**config.mk**
```make
export PLATFORM = sky130hd
export DESIGN_NAME = reg_file_mp_flat
export DESIGN_NICKNAME = d
export VERILOG_FILES = /design/src/rtl/mips_rf_pkg.sv /design/src/rtl/reg_file_mp_if.sv /design/src/rtl/rf_scoreboard.sv /design/src/rtl/reg_file_mp.sv /design/src/flat_wrapper.sv
export SDC_FILE = /design/constraint.sdc
export NUM_CORES = 2
export LEC_CHECK = 0
export BUFFER_PORTS_ARGS = -buffer_cell sky130_fd_sc_hd__clkbuf_2
export CAP_MARGIN = 15
export CORE_AREA = 2 2 318 320
export CTS_BUF_LIST = sky130_fd_sc_hd__clkbuf_8
export CTS_CLUSTER_DIAMETER = 150
export CTS_CLUSTER_SIZE = 14
export DETAILED_ROUTE_END_ITERATION = 7
export DIE_AREA = 0 0 320 322
export PLACE_DENSITY = 0.84
export SYNTH_ARGS = -nofsm -noshare
export SYNTH_HDL_FRONTEND = slang
export SYNTH_HIERARCHICAL = 1
export SYNTH_SLANG_ARGS = --single-unit
```
**constraint.sdc**
```tcl
create_clock -name clk -period 6.4 [get_ports clk]
set_clock_uncertainty 0.2 [all_clocks]
set_input_delay 1.28 -clock clk [delete_from_list [all_inputs] [get_ports clk]]
set_output_delay 1.28 -clock clk [all_outputs]
set_load 0.1 [all_outputs]
```
**src/rtl/mips_rf_pkg.sv**
```systemverilog
// Shared constants and helpers for the pipelined MIPS multi-port register file.
package mips_rf_pkg;

    localparam int unsigned DEF_REG_WIDTH  = 32;
    localparam int unsigned DEF_REG_DEPTH  = 32;
    localparam int unsigned DEF_ADDR_WIDTH = 5;
    // Widest busy vector popcount() accepts; deeper files must raise this.
    localparam int unsigned MAX_REG_DEPTH  = 64;
    localparam int unsigned ZERO_ADDR      = 0;

    function automatic int unsigned popcount(input logic [MAX_REG_DEPTH-1:0] vec);
        int unsigned cnt;
        cnt = 0;
        for (int i = 0; i < int'(MAX_REG_DEPTH); i++) begin
            cnt = cnt + {31'b0, vec[i]};
        end
        return cnt;
    endfunction

endpackage

```
**src/rtl/reg_file_mp_if.sv**
```systemverilog
// Decode/writeback-side bus of the multi-port register file.
interface reg_file_mp_if #(
    parameter int unsigned REG_WIDTH  = mips_rf_pkg::DEF_REG_WIDTH,
    parameter int unsigned ADDR_WIDTH = mips_rf_pkg::DEF_ADDR_WIDTH,
    parameter int unsigned NUM_RD     = 2,
    parameter int unsigned NUM_WR     = 1
);

    logic [NUM_RD*ADDR_WIDTH-1:0] rd_addr;
    logic [NUM_RD*REG_WIDTH-1:0]  rd_data;
    logic [NUM_RD-1:0]            rd_busy;
    logic [NUM_WR-1:0]            wr_en;
    logic [NUM_WR*ADDR_WIDTH-1:0] wr_addr;
    logic [NUM_WR*REG_WIDTH-1:0]  wr_data;
    logic                         issue_en;
    logic [ADDR_WIDTH-1:0]        issue_addr;
    logic [ADDR_WIDTH:0]          busy_count;

    modport master (
        output rd_addr, wr_en, wr_addr, wr_data, issue_en, issue_addr,
        input  rd_data, rd_busy, busy_count
    );

    modport slave (
        input  rd_addr, wr_en, wr_addr, wr_data, issue_en, issue_addr,
        output rd_data, rd_busy, busy_count
    );

endinterface

```
**src/rtl/rf_scoreboard.sv**
```systemverilog
// Per-register busy bits: set at issue, cleared at writeback, plus a registered busy count.
module rf_scoreboard
    import mips_rf_pkg::*;
#(
    parameter int unsigned REG_DEPTH  = DEF_REG_DEPTH,
    parameter int unsigned ADDR_WIDTH = DEF_ADDR_WIDTH,
    parameter int unsigned NUM_WR     = 1,
    parameter bit          ZERO_REG   = 1'b1
) (
    input  logic                         clk_i,
    input  logic                         rst_ni,
    input  logic [NUM_WR-1:0]            wr_en_i,
    input  logic [NUM_WR*ADDR_WIDTH-1:0] wr_addr_i,
    input  logic                         issue_en_i,
    input  logic [ADDR_WIDTH-1:0]        issue_addr_i,
    output logic [REG_DEPTH-1:0]         busy_o,
    output logic [ADDR_WIDTH:0]          busy_count_o
);

    logic [REG_DEPTH-1:0]  busy_q, busy_d;
    logic [ADDR_WIDTH:0]   busy_count_q, busy_count_d;

    // Clears first, then the issue: a new producer outranks a same-cycle writeback.
    always_comb begin
        busy_d = busy_q;
        for (int j = 0; j < int'(NUM_WR); j++) begin
            if (wr_en_i[j]) begin
                busy_d[wr_addr_i[j*ADDR_WIDTH +: ADDR_WIDTH]] = 1'b0;
            end
        end
        if (issue_en_i) begin
            busy_d[issue_addr_i] = 1'b1;
        end
        if (ZERO_REG) begin
            busy_d[ZERO_ADDR] = 1'b0;
        end
        busy_count_d = (ADDR_WIDTH+1)'(popcount(MAX_REG_DEPTH'(busy_d)));
    end

    always_ff @(posedge clk_i or negedge rst_ni) begin
        if (!rst_ni) begin
            busy_q       <= '0;
            busy_count_q <= '0;
        end else begin
            busy_q       <= busy_d;
            busy_count_q <= busy_count_d;
        end
    end

    assign busy_o       = busy_q;
    assign busy_count_o = busy_count_q;

endmodule

```
**src/rtl/reg_file_mp.sv**
```systemverilog
// Multi-port register file with write-to-read bypass, optional zero register and busy scoreboard.
module reg_file_mp
    import mips_rf_pkg::*;
#(
    parameter int unsigned REG_WIDTH  = DEF_REG_WIDTH,
    parameter int unsigned REG_DEPTH  = DEF_REG_DEPTH,
    parameter int unsigned ADDR_WIDTH = DEF_ADDR_WIDTH,
    parameter int unsigned NUM_RD     = 2,
    parameter int unsigned NUM_WR     = 1,
    parameter bit          ZERO_REG   = 1'b1
) (
    input  logic           clk,
    input  logic           reset,
    reg_file_mp_if.slave   bus_io
);

    logic [REG_WIDTH-1:0]        regs_q [REG_DEPTH];
    logic [REG_WIDTH-1:0]        regs_d [REG_DEPTH];
    logic [REG_DEPTH-1:0]        busy;
    logic [NUM_RD*REG_WIDTH-1:0] rd_data;
    logic [NUM_RD-1:0]           rd_busy;

    // Port order gives the collision rule: the highest-index port is applied last.
    always_comb begin
        logic [ADDR_WIDTH-1:0] waddr;
        waddr  = '0;
        regs_d = regs_q;
        for (int j = 0; j < int'(NUM_WR); j++) begin
            waddr = bus_io.wr_addr[j*ADDR_WIDTH +: ADDR_WIDTH];
            if (bus_io.wr_en[j] && !(ZERO_REG && (32'(waddr) == ZERO_ADDR))) begin
                regs_d[waddr] = bus_io.wr_data[j*REG_WIDTH +: REG_WIDTH];
            end
        end
    end

    always_ff @(posedge clk or negedge reset) begin
        if (!reset) begin
            for (int k = 0; k < int'(REG_DEPTH); k++) begin
                regs_q[k] <= '0;
            end
        end else begin
            for (int k = 0; k < int'(REG_DEPTH); k++) begin
                regs_q[k] <= regs_d[k];
            end
        end
    end

    always_comb begin
        logic [ADDR_WIDTH-1:0] raddr;
        logic [REG_WIDTH-1:0]  rdata;
        logic                  hit;
        raddr   = '0;
        rdata   = '0;
        hit     = 1'b0;
        rd_data = '0;
        rd_busy = '0;
        for (int i = 0; i < int'(NUM_RD); i++) begin
            raddr = bus_io.rd_addr[i*ADDR_WIDTH +: ADDR_WIDTH];
            rdata = regs_q[raddr];
            hit   = 1'b0;
            for (int j = 0; j < int'(NUM_WR); j++) begin
                if (bus_io.wr_en[j] && (bus_io.wr_addr[j*ADDR_WIDTH +: ADDR_WIDTH] == raddr)) begin
                    rdata = bus_io.wr_data[j*REG_WIDTH +: REG_WIDTH];
                    hit   = 1'b1;
                end
            end
            // Bypass data must not leak out while reset holds the array at zero.
            if (!reset || (ZERO_REG && (32'(raddr) == ZERO_ADDR))) begin
                rd_data[i*REG_WIDTH +: REG_WIDTH] = '0;
                rd_busy[i]                        = 1'b0;
            end else begin
                rd_data[i*REG_WIDTH +: REG_WIDTH] = rdata;
                rd_busy[i]                        = busy[raddr] & ~hit;
            end
        end
    end

    assign bus_io.rd_data = rd_data;
    assign bus_io.rd_busy = rd_busy;

    rf_scoreboard #(
        .REG_DEPTH  (REG_DEPTH),
        .ADDR_WIDTH (ADDR_WIDTH),
        .NUM_WR     (NUM_WR),
        .ZERO_REG   (ZERO_REG)
    ) u_scoreboard (
        .clk_i        (clk),
        .rst_ni       (reset),
        .wr_en_i      (bus_io.wr_en),
        .wr_addr_i    (bus_io.wr_addr),
        .issue_en_i   (bus_io.issue_en),
        .issue_addr_i (bus_io.issue_addr),
        .busy_o       (busy),
        .busy_count_o (bus_io.busy_count)
    );

endmodule

```
**src/flat_wrapper.sv**
```systemverilog
// flat-port wrapper written by rule: the top's interface ports become plain ports
module reg_file_mp_flat import mips_rf_pkg::*;
#(
    parameter int unsigned REG_WIDTH  = DEF_REG_WIDTH,
    parameter int unsigned REG_DEPTH  = DEF_REG_DEPTH,
    parameter int unsigned ADDR_WIDTH = DEF_ADDR_WIDTH,
    parameter int unsigned NUM_RD     = 2,
    parameter int unsigned NUM_WR     = 1,
    parameter bit          ZERO_REG   = 1'b1
)
  (clk, reset, bus_io_rd_addr, bus_io_wr_en, bus_io_wr_addr, bus_io_wr_data, bus_io_issue_en, bus_io_issue_addr, bus_io_rd_data, bus_io_rd_busy, bus_io_busy_count);
  reg_file_mp_if #(.REG_WIDTH(REG_WIDTH), .ADDR_WIDTH(ADDR_WIDTH), .NUM_RD(NUM_RD), .NUM_WR(NUM_WR)) bus_io_i ();
  input  logic clk;
  input  logic reset;
  input wire logic [$bits(bus_io_i.rd_addr)-1:0] bus_io_rd_addr;
  input wire logic [$bits(bus_io_i.wr_en)-1:0] bus_io_wr_en;
  input wire logic [$bits(bus_io_i.wr_addr)-1:0] bus_io_wr_addr;
  input wire logic [$bits(bus_io_i.wr_data)-1:0] bus_io_wr_data;
  input wire logic [$bits(bus_io_i.issue_en)-1:0] bus_io_issue_en;
  input wire logic [$bits(bus_io_i.issue_addr)-1:0] bus_io_issue_addr;
  output wire logic [$bits(bus_io_i.rd_data)-1:0] bus_io_rd_data;
  output wire logic [$bits(bus_io_i.rd_busy)-1:0] bus_io_rd_busy;
  output wire logic [$bits(bus_io_i.busy_count)-1:0] bus_io_busy_count;
  assign bus_io_i.rd_addr = bus_io_rd_addr;
  assign bus_io_i.wr_en = bus_io_wr_en;
  assign bus_io_i.wr_addr = bus_io_wr_addr;
  assign bus_io_i.wr_data = bus_io_wr_data;
  assign bus_io_i.issue_en = bus_io_issue_en;
  assign bus_io_i.issue_addr = bus_io_issue_addr;
  assign bus_io_rd_data = bus_io_i.rd_data;
  assign bus_io_rd_busy = bus_io_i.rd_busy;
  assign bus_io_busy_count = bus_io_i.busy_count;
  reg_file_mp #(.REG_WIDTH(REG_WIDTH), .REG_DEPTH(REG_DEPTH), .ADDR_WIDTH(ADDR_WIDTH), .NUM_RD(NUM_RD), .NUM_WR(NUM_WR), .ZERO_REG(ZERO_REG)) u_core (.clk(clk), .reset(reset), .bus_io(bus_io_i));
endmodule
```
==> results.txt <==
Status: finished, final reports clean
Setup bufs post-CTS: 0
Critical Path End Type: register
GRT Overall Usage: 33.3%
Root buffer cell: clkbuf_8
Kind of critical path: primary input to register
Pleak: 27.0 nW
CTS tree: done
Final hold slack: 0.206 ns
First-pass GRT wire length: 257000 um
Routed Antenna Nets: 0
Biggest area consumer among synthesized cells: dfrtp_1
Peak VDD IR: 2.26 mV
Slew of the pin with the lowest slew margin: 1.32 ns
Post-CTS Hold Buffers: 0
Register area share after synthesis: 45.6%
DRC: 0
Max clock buf depth: 3
Clk sinks: 1061
Max Clock Freq: 168 MHz
Synth unique cells: 62
WL/cell: 32.1 um
Share of the synthesized area in the top cell type: 45.6%
Boundary Pins: 128
Nets: 4111
Syn nets: 4213
H-tree depth: 3
Post-synth top cells: 1061 x dfrtp_1, 1052 x mux2_2, 372 x mux4_2
#FFs+latches synth: 1061
Die area: 103000 um2
Layout cells sized above 1: 45.7%
Top-count cell post-synth: dfrtp_1
Port Buffers: 127
Worst skew pair latency: 0.76 ns
Die width: 320 um
DPL Wire Length: 102000 um
Power density over cell area: 311 nW/um2
R2R setup slack: 1.19 ns
Synthesis warning total: 6
Die H: 322 um
Drt via density: 7.44
Drt first-iter violations: 5493
Total CTS buffers: 85
Finished Layout Cells: 5331
Final Cycle Share: 93.2%
Unrepaired setup endpoints after global routing: no
Area Growth Syn to Fin: 6.21%
Post-CTS Resized: 0
PnR worst setup slack: 0.438 ns
Max_cap viols: 0
Worst EP arrival: 6.45 ns
Finish-stage setup viols: 0
Pin count of the biggest net entering global routing: 179
CP required: 6.89 ns
Initial antenna violation count: 6
Async S/R FF share, synth: 100%
Post-Syn Area per Cell: 14.1 um2
Setup TNS: 0 ns
Mapped Area: 58300 um2
Via Count: 39700
Crit-path max FO: 5
Final Hold Viols: 0
Core area: 99600 um2
Hold crit path type: register to register
Final Max Tran Viols: 0
Synth area leaders: dfrtp_1 46%, mux2_2 20%, mux4_2 14%
Worst Setup Start Kind: primary input
Initial Util: 58.5%
Cell Rows: 116
Minimum clock period: 5.96 ns
Routed wire length: 171000 um
Power Total: 0.0192 W
Vias in the first global route: 40400
Worst-path clk slew: 0.10 ns
DP Worst Slack: -0.271 ns
Dpl cells: 5234
Slew margin rel.: 11.5%
Synth Instances: 4127
Final Wtd Congestion: 0.907
Drt first pass iters: 6
Global route total overflow: 0
Post-synth EDFFs: 0
Post-synth top flop: dfrtp_1
## worst paths after layout
path,start,to,cells after the start
max in group asynchronous,reset,u_core/regs_q[801]$_DFFE_PN0P_,4
min in group asynchronous,reset,u_core/u_scoreboard/busy_o[6]$_DFF_PN0_,1
min,u_core/regs_q[997]$_DFFE_PN0P_,u_core/regs_q[997]$_DFFE_PN0P_,0
max reg2reg,u_core/u_scoreboard/busy_o[22]$_DFF_PN0_,u_core/u_scoreboard/busy_count_o[4]$_DFF_PN0_,16
min reg2reg,u_core/regs_q[997]$_DFFE_PN0P_,u_core/regs_q[997]$_DFFE_PN0P_,0
max,bus_io_wr_addr[3],u_core/u_scoreboard/busy_count_o[4]$_DFF_PN0_,19
## routing by layer
metal  vias up  part of all wire, %  GRT usage, %
li1      15700                    -             -
met2      2647                   46          51.0
met3       632                   11          7.40
met5         -                0.019             0
met4         6                  5.6          17.6
met1     20700                   37          45.0
## sequential cells by signal, summed over array words and instances (netlist names)
register                          count
u_core/u_scoreboard/busy_o           31
u_core/regs_q                      1024
u_core/u_scoreboard/busy_count_o      6
## through the flow
step | util [%] | instance area [um2]
finish | 62.1 | 61900
CTS | 62.1 | 61800
floorplan | - | 58300
global placement | 60.8 | 60600
global route | 62.1 | 61900
detailed placement | 60.8 | 60600
## critical path: stages
cell and delay (ns):
clkbuf_2 0.13, buf_4 0.16, nand3b_1 0.22, o21ai_0 0.31
o21a_1 0.21, fa_1 0.46, fa_1 0.46, fa_1 0.50
inv_1 0.06, fa_1 0.53, inv_1 0.05, fa_1 0.45
fa_1 0.52, fa_1 0.19, inv_1 0.07, fa_2 0.38
a21o_1 0.20, a21oi_2 0.15, xnor2_1 0.13
## cell type report
cell class,count,area [um2]
fill,7213,37700
multi-input combinational,2579,29700
sequential,1061,26600
timing repair buffer,267,2640
tap,1298,1620
clock buffer,89,1220
inverter,31,119
clock inverter,4,30.0
antenna,2,5.00
## where the power goes
group	switching (W)	internal, W	total [W]
registers	0.000992	0.00805	0.00904
logic	0.00334	0.00338	0.00672
clock network	0.00222	0.00125	0.00347
## cell usage in the layout (no fill, tap or decap), types with 29 or more instances in the layout
master / count
a21oi_1: 99
a221o_1: 61
a221oi_1: 124
a22oi_1: 93
buf_12: 63
buf_4: 111
clkbuf_2: 86
clkbuf_8: 89
dfrtp_1: 1061
inv_1: 29
mux2_2: 1052
mux2i_1: 312
mux4_2: 372
nand2_1: 43
nor2_1: 38
o21ai_0: 50
o21ai_1: 40
o21bai_1: 62
o221ai_1: 31
## kinds of logic (layout without fill, tap and decap cells)
kind of cell / Yosys count / in the layout / synth area share (%)
adders and majority gates: 30 / 30 / 0.941
AOI/OAI and AO/OA: 610 / 610 / 7.68
muxes: 1744 / 1744 / 40.2
other: 1 / 3 / 0.00644
and+or+nand+nor: 181 / 181 / 1.51
DFF: 1061 / 1061 / 45.6
buffers and inverters: 487 / 391 / 3.86
xor gates and xnor gates: 13 / 13 / 0.195
No activity file was read; power rests on OpenSTA's default activity.
